<file path="src/rtl/router_pkg.sv">
// Shared router definitions: FSM state encodings, address constants and
// small helpers used by router_fsm, router_synchronizer and the router top.
package router_pkg;

  typedef enum logic [2:0] {
    DECODE_ADDRESS     = 3'd0,
    LOAD_FIRST_DATA    = 3'd1,
    LOAD_DATA          = 3'd2,
    LOAD_PARITY        = 3'd3,
    FIFO_FULL_STATE    = 3'd4,
    LOAD_AFTER_FULL    = 3'd5,
    WAIT_TILL_EMPTY    = 3'd6,
    CHECK_PARITY_ERROR = 3'd7
  } state_t;

  localparam logic [1:0] ADDR_0       = 2'b00;
  localparam logic [1:0] ADDR_1       = 2'b01;
  localparam logic [1:0] ADDR_2       = 2'b10;
  localparam logic [1:0] ADDR_INVALID = 2'b11;

  typedef struct packed {
    logic detect_addr;
    logic wr_en_reg;
    logic lfd_state;
    logic ld_state;
    logic laf_state;
    logic full_state;
    logic rst_int_reg;
    logic busy;
  } fsm_out_t;

  localparam fsm_out_t FSM_OUT_RESET = '{
    detect_addr: 1'b1,
    default:     1'b0
  };

  // Pick one of three per-FIFO flags by address; the invalid
  // address selects nothing.
  function automatic logic sel3(
    input logic [1:0] a,
    input logic       f0,
    input logic       f1,
    input logic       f2
  );
    logic r;
    r = 1'b0;
    case (a)
      ADDR_0:  r = f0;
      ADDR_1:  r = f1;
      ADDR_2:  r = f2;
      default: r = 1'b0;
    endcase
    return r;
  endfunction

  // Moore output decode for a state.
  function automatic fsm_out_t decode_state(input state_t s);
    fsm_out_t o;
    o = '0;
    case (s)
      DECODE_ADDRESS: begin
        o.detect_addr = 1'b1;
      end
      LOAD_FIRST_DATA: begin
        o.lfd_state = 1'b1;
        o.busy      = 1'b1;
      end
      LOAD_DATA: begin
        o.ld_state  = 1'b1;
        o.wr_en_reg = 1'b1;
      end
      FIFO_FULL_STATE: begin
        o.full_state = 1'b1;
        o.busy       = 1'b1;
      end
      LOAD_AFTER_FULL: begin
        o.laf_state = 1'b1;
        o.wr_en_reg = 1'b1;
        o.busy      = 1'b1;
      end
      LOAD_PARITY: begin
        o.wr_en_reg = 1'b1;
        o.busy      = 1'b1;
      end
      CHECK_PARITY_ERROR: begin
        o.rst_int_reg = 1'b1;
        o.busy        = 1'b1;
      end
      WAIT_TILL_EMPTY: begin
        o.busy = 1'b1;
      end
      default: o = '0;
    endcase
    return o;
  endfunction

endpackage

</file>
<file path="src/rtl/router_fsm.sv">
// Packet-control FSM of the 1x3 router: header decode, payload load,
//   FIFO-full stall, parity check and busy back-pressure.
// Ports:
//   clk, rstn                    clock, async active-low reset
//   pkt_valid, d_in[1:0]         source byte valid and header address
//   empty_0..2, fifo_full        destination FIFO status
//   sft_rst_0..2                 per-FIFO soft resets
//   parity_done, low_pkt_valid   register-block status
//   detect_addr, wr_en_reg,
//   lfd_state, ld_state,
//   laf_state, full_state,
//   rst_int_reg, busy            registered Moore outputs
module router_fsm
  import router_pkg::*;
(
  input  logic       clk,
  input  logic       rstn,
  input  logic       pkt_valid,
  input  logic [1:0] d_in,
  input  logic       empty_0,
  input  logic       empty_1,
  input  logic       empty_2,
  input  logic       fifo_full,
  input  logic       sft_rst_0,
  input  logic       sft_rst_1,
  input  logic       sft_rst_2,
  input  logic       parity_done,
  input  logic       low_pkt_valid,
  output logic       detect_addr,
  output logic       wr_en_reg,
  output logic       lfd_state,
  output logic       ld_state,
  output logic       laf_state,
  output logic       full_state,
  output logic       rst_int_reg,
  output logic       busy
);

  state_t     state_q;
  state_t     state_d;
  logic [1:0] addr_q;
  logic [1:0] addr_d;
  fsm_out_t   out_q;

  logic hdr_empty;
  logic empty_sel;
  logic sft_sel;

  // Header path uses the live address; later states use the latch.
  assign hdr_empty = sel3(d_in, empty_0, empty_1, empty_2);
  assign empty_sel = sel3(addr_q, empty_0, empty_1, empty_2);
  assign sft_sel   = sel3(addr_q, sft_rst_0, sft_rst_1, sft_rst_2);

  always_comb begin
    state_d = state_q;
    addr_d  = addr_q;
    case (state_q)
      DECODE_ADDRESS: begin
        if (pkt_valid && d_in != ADDR_INVALID) begin
          addr_d  = d_in;
          state_d = hdr_empty ? LOAD_FIRST_DATA
                              : WAIT_TILL_EMPTY;
        end
      end
      WAIT_TILL_EMPTY: begin
        if (empty_sel)
          state_d = LOAD_FIRST_DATA;
      end
      LOAD_FIRST_DATA: begin
        state_d = LOAD_DATA;
      end
      LOAD_DATA: begin
        if (fifo_full)
          state_d = FIFO_FULL_STATE;
        else if (!pkt_valid)
          state_d = LOAD_PARITY;
      end
      FIFO_FULL_STATE: begin
        if (!fifo_full)
          state_d = LOAD_AFTER_FULL;
      end
      LOAD_AFTER_FULL: begin
        if (parity_done)
          state_d = DECODE_ADDRESS;
        else if (low_pkt_valid)
          state_d = LOAD_PARITY;
        else
          state_d = LOAD_DATA;
      end
      LOAD_PARITY: begin
        state_d = CHECK_PARITY_ERROR;
      end
      CHECK_PARITY_ERROR: begin
        state_d = fifo_full ? FIFO_FULL_STATE
                            : DECODE_ADDRESS;
      end
      default: state_d = DECODE_ADDRESS;
    endcase
    // Soft reset of the selected FIFO aborts the packet.
    if (state_q != DECODE_ADDRESS && sft_sel)
      state_d = DECODE_ADDRESS;
  end

  // Outputs are registered from the next-state decode, so they
  // track the state register with no input-to-output path.
  always_ff @(posedge clk or negedge rstn) begin
    if (!rstn) begin
      state_q <= DECODE_ADDRESS;
      addr_q  <= ADDR_0;
      out_q   <= FSM_OUT_RESET;
    end else begin
      state_q <= state_d;
      addr_q  <= addr_d;
      out_q   <= decode_state(state_d);
    end
  end

  assign detect_addr = out_q.detect_addr;
  assign wr_en_reg   = out_q.wr_en_reg;
  assign lfd_state   = out_q.lfd_state;
  assign ld_state    = out_q.ld_state;
  assign laf_state   = out_q.laf_state;
  assign full_state  = out_q.full_state;
  assign rst_int_reg = out_q.rst_int_reg;
  assign busy        = out_q.busy;

endmodule

</file>
<file path="config.mk">
export PLATFORM = sky130hd
export DESIGN_NAME = router_fsm
export DESIGN_NICKNAME = d
export VERILOG_FILES = /design/src/rtl/router_pkg.sv /design/src/rtl/router_fsm.sv
export SDC_FILE = /design/constraint.sdc
export NUM_CORES = 1
export LEC_CHECK = 0
export ABC_AREA = 1
export BUFFER_PORTS_ARGS = -buffer_cell sky130_fd_sc_hd__buf_2
export CAP_MARGIN = 20
export CORE_MARGIN = 8
export CORE_UTILIZATION = 54
export CTS_CLUSTER_SIZE = 8
export DETAILED_ROUTE_END_ITERATION = 7
export GPL_TIMING_DRIVEN = 0
export PLACE_DENSITY = 0.87
export SYNTH_ARGS = -nofsm -noshare
export SYNTH_HDL_FRONTEND = slang
export SYNTH_SLANG_ARGS = --single-unit
</file>
<file path="constraint.sdc">
create_clock -name clk -period 2.33 [get_ports clk]
set_input_delay 0.233 -clock clk [delete_from_list [all_inputs] [get_ports clk]]
set_output_delay 0.233 -clock clk [all_outputs]
set_load 0.02 [all_outputs]
</file>
==> flow_metrics.env <==
export IMPL_layout_drive_gt1_share=0.438
export IMPL_grt_pass1_wl_um=2750
export IMPL_route_detailed_drc=0
export IMPL_grt_overflow=0
export IMPL_rsz0062_at_grt="no"
export IMPL_cts_sinks=13
export IMPL_drtIter0Drc=6
export IMPL_cts_buffers_inserted=3
export IMPL_synth_top_family_by_area="simple AND/OR/NAND/NOR gates"
export IMPL_dpl_hpwl_um=1360
export IMPL_antenna_found_initial=0
export IMPL_nets=136
export IMPL_dr_pass1_iters=2
export IMPL_finalWeightedCongestion=0.738
export IMPL_antennaDiodeCount=0
export IMPL_drv_cap=0
export IMPL_cts_root_buf="clkbuf_4"
export IMPL_grt_pass1_vias=649
export IMPL_largest_reg_flops=3
export IMPL_io_buffer_count=21
export IMPL_drv_slew=0
export IMPL_syn_inst=95
export IMPL_ys_warn_count=0
export IMPL_synth_xor_area_frac=0
export IMPL_core_area_um2=1450
export IMPL_worstHoldPathCells=3
export IMPL_die_h_um=54.6
export IMPL_seqCellArea_um2=327
export IMPL_wl_per_cell_um=11.7
export IMPL_vias=699
export IMPL_area_growth_pct=20.1
export IMPL_fin_worst_skew_ps=0.942
export IMPL_finalInstanceArea_um2=965
export IMPL_ys_seq_area_frac=0.407
export IMPL_top_register="state_q"
export IMPL_power_density_nw_per_um2=1420
export IMPL_reg_largest_list="state_q: 3 flops, addr_q: 2 flops"
export IMPL_tightestPinTransition_ps=271
export IMPL_synth_simple_area_share=0.481
export IMPL_hold_end="addr_q[1]"
export IMPL_clkTransAtPathRegs_ps=70
export IMPL_ios=22
export IMPL_cts_buffer_depth=2
export IMPL_synth_compound_area_frac=0.0358
export IMPL_start_util=0.552
export IMPL_final_cells=137
export IMPL_critPathCaptureType="flop"
export IMPL_synth_nets=109
export IMPL_grt_max_degree=14
export IMPL_cp_start_kind="flop"
export IMPL_p_leak_nw=0.554
export IMPL_synth_seq_cells=13
export IMPL_dp_slack_ps=834
export IMPL_crit_type="flop to flop"
export IMPL_num_rows=14
export IMPL_nFillCells=128
export IMPL_grt_util_all_layers=0.127
export IMPL_synthMuxAreaShare=0
export IMPL_fin_tns_setup_ps=0
export IMPL_setup_ws_ps=822
export IMPL_holdCritStartpoint="d_in[1]"
export IMPL_die_w_um=54.6
export IMPL_routed_wl_um=1600
export IMPL_outcome="finished, final reports clean"
export IMPL_r2r_slack_ps=820
export IMPL_slowest_stage="dfrtp_1"
export IMPL_hp_class="input pin to flop"
export IMPL_reg2regPathDepth=10
export IMPL_relSlewSlack=0.819
export IMPL_cts_tree="done"
export IMPL_placed_area_um2=928
export IMPL_dieArea_um2=2980
export IMPL_multi_input_area_um2=415
export IMPL_syn_area_um2=803
export IMPL_critPathMaxFanout=7
export IMPL_vias_per_cell=5.10
export IMPL_synth_adder_area_share=0
export IMPL_r2r_end="wr_en_reg"
export IMPL_antenna_left=0
export IMPL_htreeDepth=1
export IMPL_finalCriticalPeriod_ps=1510
export IMPL_clk_latency_ps=270
export IMPL_finalHoldViolations=0
export IMPL_dp_cells=132
export IMPL_peakVddDrop_mv=0.649
export IMPL_cp_arrival_ps=1670
export IMPL_path_cells="nor2_4 > nand2_4 > nor2_4 > nand2_4 > nand2_2 > nor2_4 > nand2_4 > inv_2 > nand3_2 > nand3_2"
export IMPL_cp_data_required_time_ps=2490
export IMPL_finalCritPeriodShare=0.647
export IMPL_post_cts_buffers=0
export IMPL_finalSetupViolations=0
export IMPL_max_freq_ghz=0.663
export IMPL_r2r_start="state_q[1]"
export IMPL_crit_path_max_incr_delay_ps=470
export IMPL_postSynthAreaPerCell_um2=8.46
export IMPL_synth_distinct_cells=23
worst max path at each step:
stage / slack, ps / to / cells past startpoint / startpoint
2_1_floorplan: 970 / wr_en_reg / 10 / state_q[1]
3_3_place_gp: 860 / wr_en_reg / 10 / state_q[1]
3_5_place_dp: 830 / wr_en_reg / 10 / state_q[1]
4_1_cts: 820 / wr_en_reg / 10 / state_q[1]
5_1_grt: 730 / wr_en_reg / 10 / state_q[1]
6_report: 820 / wr_en_reg / 10 / state_q[1]
cells in the final DEF, fill, tap and decap left out:
cell type,n
nand3_2,4
nor2_4,3
nand2_1,18
nor2_1,7
or2_2,1
o21ai_0,2
clkbuf_1,1
clkinv_2,1
a21oi_2,1
o21ai_1,1
nand3_1,13
dlygate4sd3_1,1
nand2_4,6
inv_1,10
nand3_4,1
nand4_2,1
nand4_1,1
inv_2,5
dfrtp_1,12
nor3_1,1
nor2_2,1
dfstp_2,1
clkbuf_4,3
a21oi_1,1
buf_2,21
nor3_2,2
nand2_2,2
cell families after synthesis:
kind of cell / after synthesis
buf+inv: 16
simple gates: 61
compound gates: 5
flops: 13
cells in the mapped netlist:
master,n,area (um2)
o21ai_1,1,5.00
nor3_2,2,20.0
clkinv_2,1,5.00
a21oi_1,1,5.00
nand2_1,18,67.6
dfstp_2,1,26.3
or2_2,1,6.26
inv_1,10,37.5
nor2_4,3,33.8
o21ai_0,2,10.0
nand3_1,13,65.1
nand4_1,1,6.26
nand3_2,4,40.0
nand2_4,6,67.6
inv_2,5,18.8
nor2_1,7,26.3
a21oi_2,1,8.76
nor3_1,1,5.00
nor2_2,1,6.26
dfrtp_1,12,300
nand4_2,1,12.5
nand2_2,2,12.5
nand3_4,1,17.5
where the power goes:
| part | internal, mW | switching (mW) |
|---|---|---|
| Sequential | 0.327 | 0.0664 |
| Combinational | 0.281 | 0.560 |
| Clock | 0.0662 | 0.0654 |
final cells by class:
type / instances / share of cell area
timing repair buffer: 22 / 0.119
sequential: 13 / 0.339
clock buffer: 4 / 0.0272
tap: 16 / 0.0208
multi-input combinational: 66 / 0.431
inverter: 16 / 0.0636
critical path: cells and delay by family (launching register included):
| family | cells | cell delay [ps] |
|---|---|---|
| flip-flops | 1 | 470 |
| buffers and inverters | 1 | 60 |
| AND/OR/NAND/NOR | 9 | 840 |
metal layers:
layer	part of all wire	vias up	GRT usage	wire, um
met5	0	-	0	0
met4	0.019	0	0.0738	31
met3	0.051	4	0.0190	81
met2	0.53	13	0.235	839
met1	0.40	326	0.133	645
li1	-	356	-	-
metrics by stage:
step | total power [mW] | util | hold slack, ps
after global routing | 1.49 | 0.664 | 239
after detailed placement | 1.25 | 0.639 | 126
final | 1.37 | 0.664 | 236
after global placement | 1.22 | 0.639 | 117
after floorplan | 1.07 | - | -62.6
after CTS | 1.39 | 0.664 | 233
timing repair:
| action | CTS | global route |
|---|---|---|
| gates resized for setup | 0 | 0 |
| setup endpoints to repair | 0 | 0 |
| hold buffers | 1 | 0 |
| endpoints found under the hold margin | 12 | 0 |
No activity file was read; power rests on OpenSTA's default activity.
